**config.mk**
```make
export PLATFORM = sky130hd
export DESIGN_NAME = fright_mode_ctrl
export DESIGN_NICKNAME = d
export VERILOG_FILES = /design/src/rtl/fright_mode_ctrl.sv
export SDC_FILE = /design/constraint.sdc
export NUM_CORES = 1
export LEC_CHECK = 0
export BUFFER_PORTS_ARGS = -buffer_cell sky130_fd_sc_hd__buf_2
export CORE_ASPECT_RATIO = 1.2
export CORE_UTILIZATION = 31
export CTS_CLUSTER_SIZE = 25
export DETAILED_ROUTE_END_ITERATION = 7
export PLACE_DENSITY_LB_ADDON = 0.05
export SYNTH_ARGS = -nofsm -noshare
export SYNTH_HDL_FRONTEND = slang
export SYNTH_SLANG_ARGS = --single-unit
```
**constraint.sdc**
```tcl
create_clock -name clk -period 5.1 [get_ports clk]
set_clock_uncertainty 0.2 [all_clocks]
set_input_delay 0.255 -clock clk [delete_from_list [all_inputs] [get_ports clk]]
set_output_delay 0.255 -clock clk [all_outputs]
set_load 0.005 [all_outputs]
```
**src/rtl/fright_mode_ctrl.sv**
```systemverilog
// fright_mode_ctrl
//   Runs the frightened (blue) and flashing ghost phases after a power pellet.
//   A free-running prescaler derives a frame tick from the system clock; a
//   frame-granular countdown drives the fright/flash phases, and a small
//   saturating counter tracks the ghost-eat chain for scoring.
//
// Ports
//   clk, rst_n       : clock, asynchronous active-low reset
//   level_start      : synchronous clear to idle (wins over everything)
//   pause            : freezes prescaler and all counters
//   pellet_eaten     : 1-cycle pulse, starts/restarts fright
//   ghost_eaten      : 1-cycle pulse, advances eat_index while frightened
//   fright_time      : fright seconds, sampled on pellet_eaten
//   fright_flashes   : flash count, sampled on pellet_eaten
//   ghost_reverse    : 1-cycle pulse after every pellet
//   frightened       : fright phase active
//   flashing         : end-of-fright warning phase active
//   flash_white      : colour select while flashing (1 = white)
//   fright_done      : 1-cycle pulse at natural expiry
//   eat_index        : next ghost score index 0..3
module fright_mode_ctrl #(
    parameter int FRAME_DIV  = 833333,
    parameter int FPS        = 60,
    parameter int FLASH_HALF = 14
) (
    input  logic       clk,
    input  logic       rst_n,
    input  logic       level_start,
    input  logic       pause,
    input  logic       pellet_eaten,
    input  logic       ghost_eaten,
    input  logic [3:0] fright_time,
    input  logic [2:0] fright_flashes,
    output logic       ghost_reverse,
    output logic       frightened,
    output logic       flashing,
    output logic       flash_white,
    output logic       fright_done,
    output logic [1:0] eat_index
);
    localparam int PW  = (FRAME_DIV > 1) ? $clog2(FRAME_DIV) : 1;
    localparam int FCW = (2 * FLASH_HALF > 1) ? $clog2(2 * FLASH_HALF) : 1;

    localparam logic [PW-1:0]  PRESC_MAX  = PW'(FRAME_DIV - 1);
    localparam logic [FCW-1:0] FLASH_MAX  = FCW'(2 * FLASH_HALF - 1);
    localparam logic [FCW-1:0] FLASH_HLF  = FCW'(FLASH_HALF);
    localparam logic [9:0]     FPS_V      = 10'(FPS);
    localparam logic [7:0]     FLASH_LEN  = 8'(2 * FLASH_HALF);

    typedef enum logic {IDLE = 1'b0, FRIGHT = 1'b1} state_t;

    state_t         state, state_nxt;
    logic [PW-1:0]  presc, presc_nxt;
    logic [9:0]     remaining, remaining_nxt;
    logic [7:0]     flash_frames, flash_frames_nxt;
    logic [FCW-1:0] flash_cnt, flash_cnt_nxt;
    logic [1:0]     eat_nxt;
    logic           rev_nxt, done_nxt;
    logic           frame_tick;

    // Tick is gated by pause so every frame-based counter freezes with it.
    assign frame_tick  = !pause && (presc == PRESC_MAX);

    assign frightened  = (state == FRIGHT);
    assign flashing    = frightened && (remaining <= {2'b00, flash_frames});
    assign flash_white = flashing && (flash_cnt < FLASH_HLF);

    always_ff @(posedge clk or negedge rst_n) begin
        if (!rst_n) begin
            state         <= IDLE;
            presc         <= '0;
            remaining     <= '0;
            flash_frames  <= '0;
            flash_cnt     <= '0;
            eat_index     <= '0;
            ghost_reverse <= 1'b0;
            fright_done   <= 1'b0;
        end else begin
            state         <= state_nxt;
            presc         <= presc_nxt;
            remaining     <= remaining_nxt;
            flash_frames  <= flash_frames_nxt;
            flash_cnt     <= flash_cnt_nxt;
            eat_index     <= eat_nxt;
            ghost_reverse <= rev_nxt;
            fright_done   <= done_nxt;
        end
    end

    always_comb begin
        state_nxt        = state;
        presc_nxt        = presc;
        remaining_nxt    = remaining;
        flash_frames_nxt = flash_frames;
        flash_cnt_nxt    = flash_cnt;
        eat_nxt          = eat_index;
        rev_nxt          = 1'b0;
        done_nxt         = 1'b0;

        if (level_start) begin
            state_nxt        = IDLE;
            presc_nxt        = '0;
            remaining_nxt    = '0;
            flash_frames_nxt = '0;
            flash_cnt_nxt    = '0;
            eat_nxt          = '0;
        end else if (pellet_eaten) begin
            // Restart wins over a coincident expiry tick or ghost eat.
            presc_nxt        = '0;
            rev_nxt          = 1'b1;
            eat_nxt          = '0;
            flash_cnt_nxt    = '0;
            remaining_nxt    = 10'(fright_time) * FPS_V;
            flash_frames_nxt = 8'(fright_flashes) * FLASH_LEN;
            state_nxt        = (fright_time == 4'd0) ? IDLE : FRIGHT;
        end else begin
            if (!pause)
                presc_nxt = (presc == PRESC_MAX) ? '0 : presc + 1'b1;

            if (frightened && frame_tick) begin
                remaining_nxt = remaining - 10'd1;
                if (remaining == 10'd1) begin
                    state_nxt = IDLE;
                    done_nxt  = 1'b1;
                end
            end

            if (!flashing)
                flash_cnt_nxt = '0;
            else if (frame_tick)
                flash_cnt_nxt = (flash_cnt == FLASH_MAX) ? '0 : flash_cnt + 1'b1;

            if (ghost_eaten && frightened && !pause && (eat_index != 2'd3))
                eat_nxt = eat_index + 2'd1;
        end
    end
endmodule
```
Word level (Yosys, flattened, before mapping)
Cells that the tools add are included.

word-level totals
  word-level logic and storage cells = 64
  input bits = 13
  output and inout bits = 7
  register bits = 48

operators by class
  $lt $le $gt $ge = 2
  equal/unequal tests = 6
  muxes and demuxes = 28
  $add $sub $neg = 4
  multiply operators = 2
  reduce and logical (&&, ||, !) cells = 14

operator list
  kind                                                                  number
  20-bit 2-to-1 mux                                                     4
  10-bit 2-to-1 mux                                                     3
  5-bit 2-to-1 mux                                                      5
  20-bit by 1-bit adder with 20-bit output, second input constant       1
  20-bit == test, second input constant                                 1
  8-bit 2-to-1 mux                                                      2
  1-bit 2-to-1 mux                                                      11
  10-bit by 1-bit == test with 1-bit output, second input constant      1
  10-bit by 8-bit less-or-equal comparator with 1-bit output            1
  10-bit by 1-bit subtractor with 10-bit output, second input constant  1
  3-bit nonzero test                                                    3
  4-bit by 4-bit multiplier with 8-bit output, second input constant    1
  1-bit logical AND                                                     7
  3-bit by 3-bit multiplier with 6-bit output, second input constant    1
  2-bit 2-to-1 mux                                                      3
  5-bit by 1-bit adder with 5-bit output, second input constant         1
  5-bit == test, second input constant                                  1
  5-bit by 4-bit < comparator with 1-bit output, second input constant  1
  4-bit zero test                                                       1
  4-bit by 3-bit != test with 1-bit output, second input constant       1
  3-bit by 2-bit != test with 1-bit output, second input constant       1
  2-bit by 1-bit adder with 2-bit output, second input constant         1
  2-bit != test, second input constant                                  1
  2-bit AND reduction                                                   1
  2 further kinds                                                       2

Depth between registers and ports, before layout
  word-level depth = 6
  gate-level depth with buffers = 10
  gate-level depth less buffers = 10

Least setup slack after synthesis
No wires, ideal clock.

  path kind = input -> register
  from = input fright_time[0]
  to = register remaining[9]
  data required time = 4.772 ns
  setup time = 0.128 ns
  arrival time = 2.514 ns
  stages on the path = 10
  path slack = 2.257 ns
  cells stage by stage = fa_1 inv_1 fa_1 inv_1 ha_1 a21o_1 a311o_1 a21oi_1 xor2_1 o21ai_0

between the ends
  longest elaborated chain between the ends = 3

RTL lines
  what                                         RTL line  RTL
  start: declaration                           32        input logic [3:0] fright_time,
  4-bit by 4-bit multiplier with 8-bit output  113       remaining_nxt = 10'(fright_time) * FPS_V;
  10-bit 2-to-1 mux                            107       end else if (pellet_eaten) begin
  10-bit 2-to-1 mux                            100       if (level_start) begin
  end signal: assignment                       81        remaining <= remaining_nxt;
  end: declaration                             54        logic [9:0] remaining, remaining_nxt;

Every way passes these cells.
A chain may end at the register's enable or synchronous reset.

Worst setup path in the final report
  from = register presc[0]
  to = register flash_cnt[3]

between the ends
  longest elaborated chain between the ends = 3

RTL lines
  what                                                RTL line  RTL
  start: declaration                                  53        logic [PW-1:0] presc, presc_nxt;
  start signal: assignment                            80        presc <= presc_nxt;
  20-bit == test                                      62        assign frame_tick = !pause && (presc == PRESC_MAX);
  1-bit logical AND                                   62
  4-bit by 3-bit != test with 1-bit output (no line)  n/a
  end signal: assignment                              83        flash_cnt <= flash_cnt_nxt;
  end: declaration                                    56        logic [FCW-1:0] flash_cnt, flash_cnt_nxt;

Every way passes these cells.

==> results.cfg <==
[outcome]
status = complete, no violations

[die]
die_w_um = 97.6
num_io_pins = 20
die_height_um = 117
rows = 41
start_util_pct = 32.0
core_mm2 = 0.0106
dieArea_mm2 = 0.0114

[clock_tree]
clk_pin_slew_ps = 60
cts_tree = done
clk_latency_ps = 280
cts_post_setup_buffers_inserted = 0
cts_made_buffers = 5
cts.sinks = 46
postCtsHoldBufs = 1
cts_root_buf = clkbuf_16
post_cts_resized = 0
clock_path_buffers = 2
cts-htree-levels = 2

[finish]
drive_gt1_share_pct = 8.86
area_delta_synth_final_pct = 11.0
fillers = 1086
final_cell_mix = dfrtp_1 (46), inv_1 (38), nand2_1 (34)
nets = 446
antenna_cells = 0
final_common_cell = dfrtp_1

[routing]
drt-initial-drc-count = 102
num_vias = 2782
ant_nets = 0
first_pass_iters = 4
wl_per_cell_um = 16.1
via_per_inst = 5.31
wl_mm = 8.44
drcViolationCount = 0

[grt]
grt_usage_pct = 15.9
grt_pass1_wl_mm = 14.2
grt.overflow.total = 0
grt_pass1_vias = 2822
antenna_found_initial = 0
grt_max_degree = 47

[worst_setup_path]
critPathLaunchType = flop
ff2ff_setup_slack_ps = 2200
critPathCaptureType = flop
critical_path.slowest_cell = or3_1
cp.buffers_inverters = 1
critPathArrivalTime_ps = 2890
critPathKind = flop to flop
worstPathMaxFanout = 11
cp.required_ps = 5090
cp_top_family = simple AND/OR/NAND/NOR gates
path_cells = inv_1 -> ha_1 -> and4b_1 -> nand4_1 -> or3_1 -> or4b_1 -> a311oi_1
slowest_delay_ps = 530

[power]
combinationalPowerShare_pct = 19.9
p_switching_uw = 259
pwr-share-seq_pct = 43.3
p_sw_share_pct = 28.5
p_total_uw = 906
p_clk_share_pct = 36.9
power.density_mw_per_mm2 = 240
p_leak_uw = 0.00163
irDropWorstVdd_v = 0.000143
intPower_uw = 648

[sta]
period_needed_ps = 2900
finalSetupTns_ps = 0
relSlewSlack_pct = 36.3
clock.fmax_mhz = 345
slew_viol_final = 0
period_share_pct = 56.8
worst_slew_pin_slew_ps = 956
rsz0062_at_grt = no
fin_ws_ps = 2200
hold_violations = 0
finalSetupViolations = 0

[synth]
synth-edff-count = 0
synth_flop_cell = dfrtp_1
post-synth-top-area-fraction_pct = 33.8
synth_area_leaders = dfrtp_1 (34%), ha_1 (11%), fa_1 (4.7%)
synth_seq_cells = 46
yosysTopAreaCell = dfrtp_1
ys_seq_area_share_pct = 33.8
syn_area_per_cell_um2 = 9.02
yosysWarnings = 0
synth_area_mm2 = 0.00340
syn-instance-count = 377
syn_nets = 429
ys_types = 59
async_flop_share_pct = 100

[place]
io_buffers = 19
dp_hpwl_mm = 6.20
finalWeightedCongestion = 0.758
pre_cts_slack_ps = 2000

[flow_run]
drv_cap = 0

[hold_path]
hold_class = primary input to flop
==> final cells by class <==
cell class | count | area [um^2] | area share, %
clock inverter | 1 | 5.00 | 0.132
clock buffer | 7 | 143 | 3.78
tap | 129 | 161 | 4.27
timing repair buffer | 23 | 128 | 3.38
sequential | 46 | 1150 | 30.5
inverter | 38 | 143 | 3.78
multi-input combinational | 280 | 2050 | 54.2
==> tightest hold or removal path, stage by stage <==
cell and delay [ps]:
buf_2 130, mux2i_1 80, nor2_1 80
==> per-stage QoR <==
stage                     std cells  instance area (um^2)  utilization [%]  hold slack [ps]
final                           524                  3780             35.6              105
after global routing            524                  3780             35.6              144
after CTS                       524                  3780             35.6              105
after detailed placement        515                  3620             34.1              213
after global placement          515                  3620             34.1              217
after floorplan                 377                  3400                -             -241
==> registers in the layout, indices dropped and copies added, names as in the netlist <==
signal	count
flash_frames	6
remaining	10
eat_index	2
ghost_reverse	1
frightened	1
fright_done	1
flash_cnt	5
presc	20
==> logic make-up (layout without fill, tap and decap cells) <==
logic type | count (synthesis) | count (layout) | share of synthesized area, %
and+or+nand+nor | 157 | 157 | 25.8
AOI/OAI and AO/OA | 69 | 69 | 14.1
buffers and inverters | 51 | 69 | 5.99
DFF | 46 | 46 | 33.8
adders and majority gates | 39 | 39 | 16.1
muxes | 8 | 8 | 2.39
xor gates and xnor gates | 7 | 7 | 1.80
==> worst paths after layout <==
kind	startpoint	end	cells after the start
setup reg to reg	presc[0]	flash_cnt[3]	7
max in group asynchronous	rst_n	remaining[2]	3
min in group asynchronous	rst_n	presc[3]	3
hold reg to reg	flash_frames[5]	flash_frames[5]	2
hold / removal	fright_flashes[0]	flash_frames[2]	3
setup / recovery	presc[0]	flash_cnt[3]	7
==> power groups by stage <==
| stage | Clock, uW | Sequential, uW | Combinational (uW) |
|---|---|---|---|
| after floorplan | 0 | 394 | 125 |
| after global placement | 0 | 399 | 184 |
| after detailed placement | 0 | 400 | 184 |
| after CTS | 346 | 393 | 186 |
| after global routing | 357 | 395 | 210 |
| final | 334 | 392 | 180 |
==> synthesized netlist by cell type (all sizes together) (5+ instances only) <==
cell type	n
a211oi	8
o211ai	5
nor4	8
nand4	7
dfrtp	46
nor2	22
nor2b	5
and3	5
nand3b	5
inv	38
fa	8
mux2i	7
clkbuf	7
nand3	21
nor3	11
a21oi	12
nand2	34
o21ai	13
or3	9
or4	5
buf	6
ha	31
==> metal layers <==
metal / vias to the layer above / routed length, um / global-route usage (%)
met5: - / 0 / 0
met4: 0 / 117 / 4.44
met3: 10 / 171 / 2.33
met2: 30 / 4470 / 30.9
met1: 1354 / 3680 / 18.2
li1: 1388 / - / -
(Power assumes the default switching activity.)
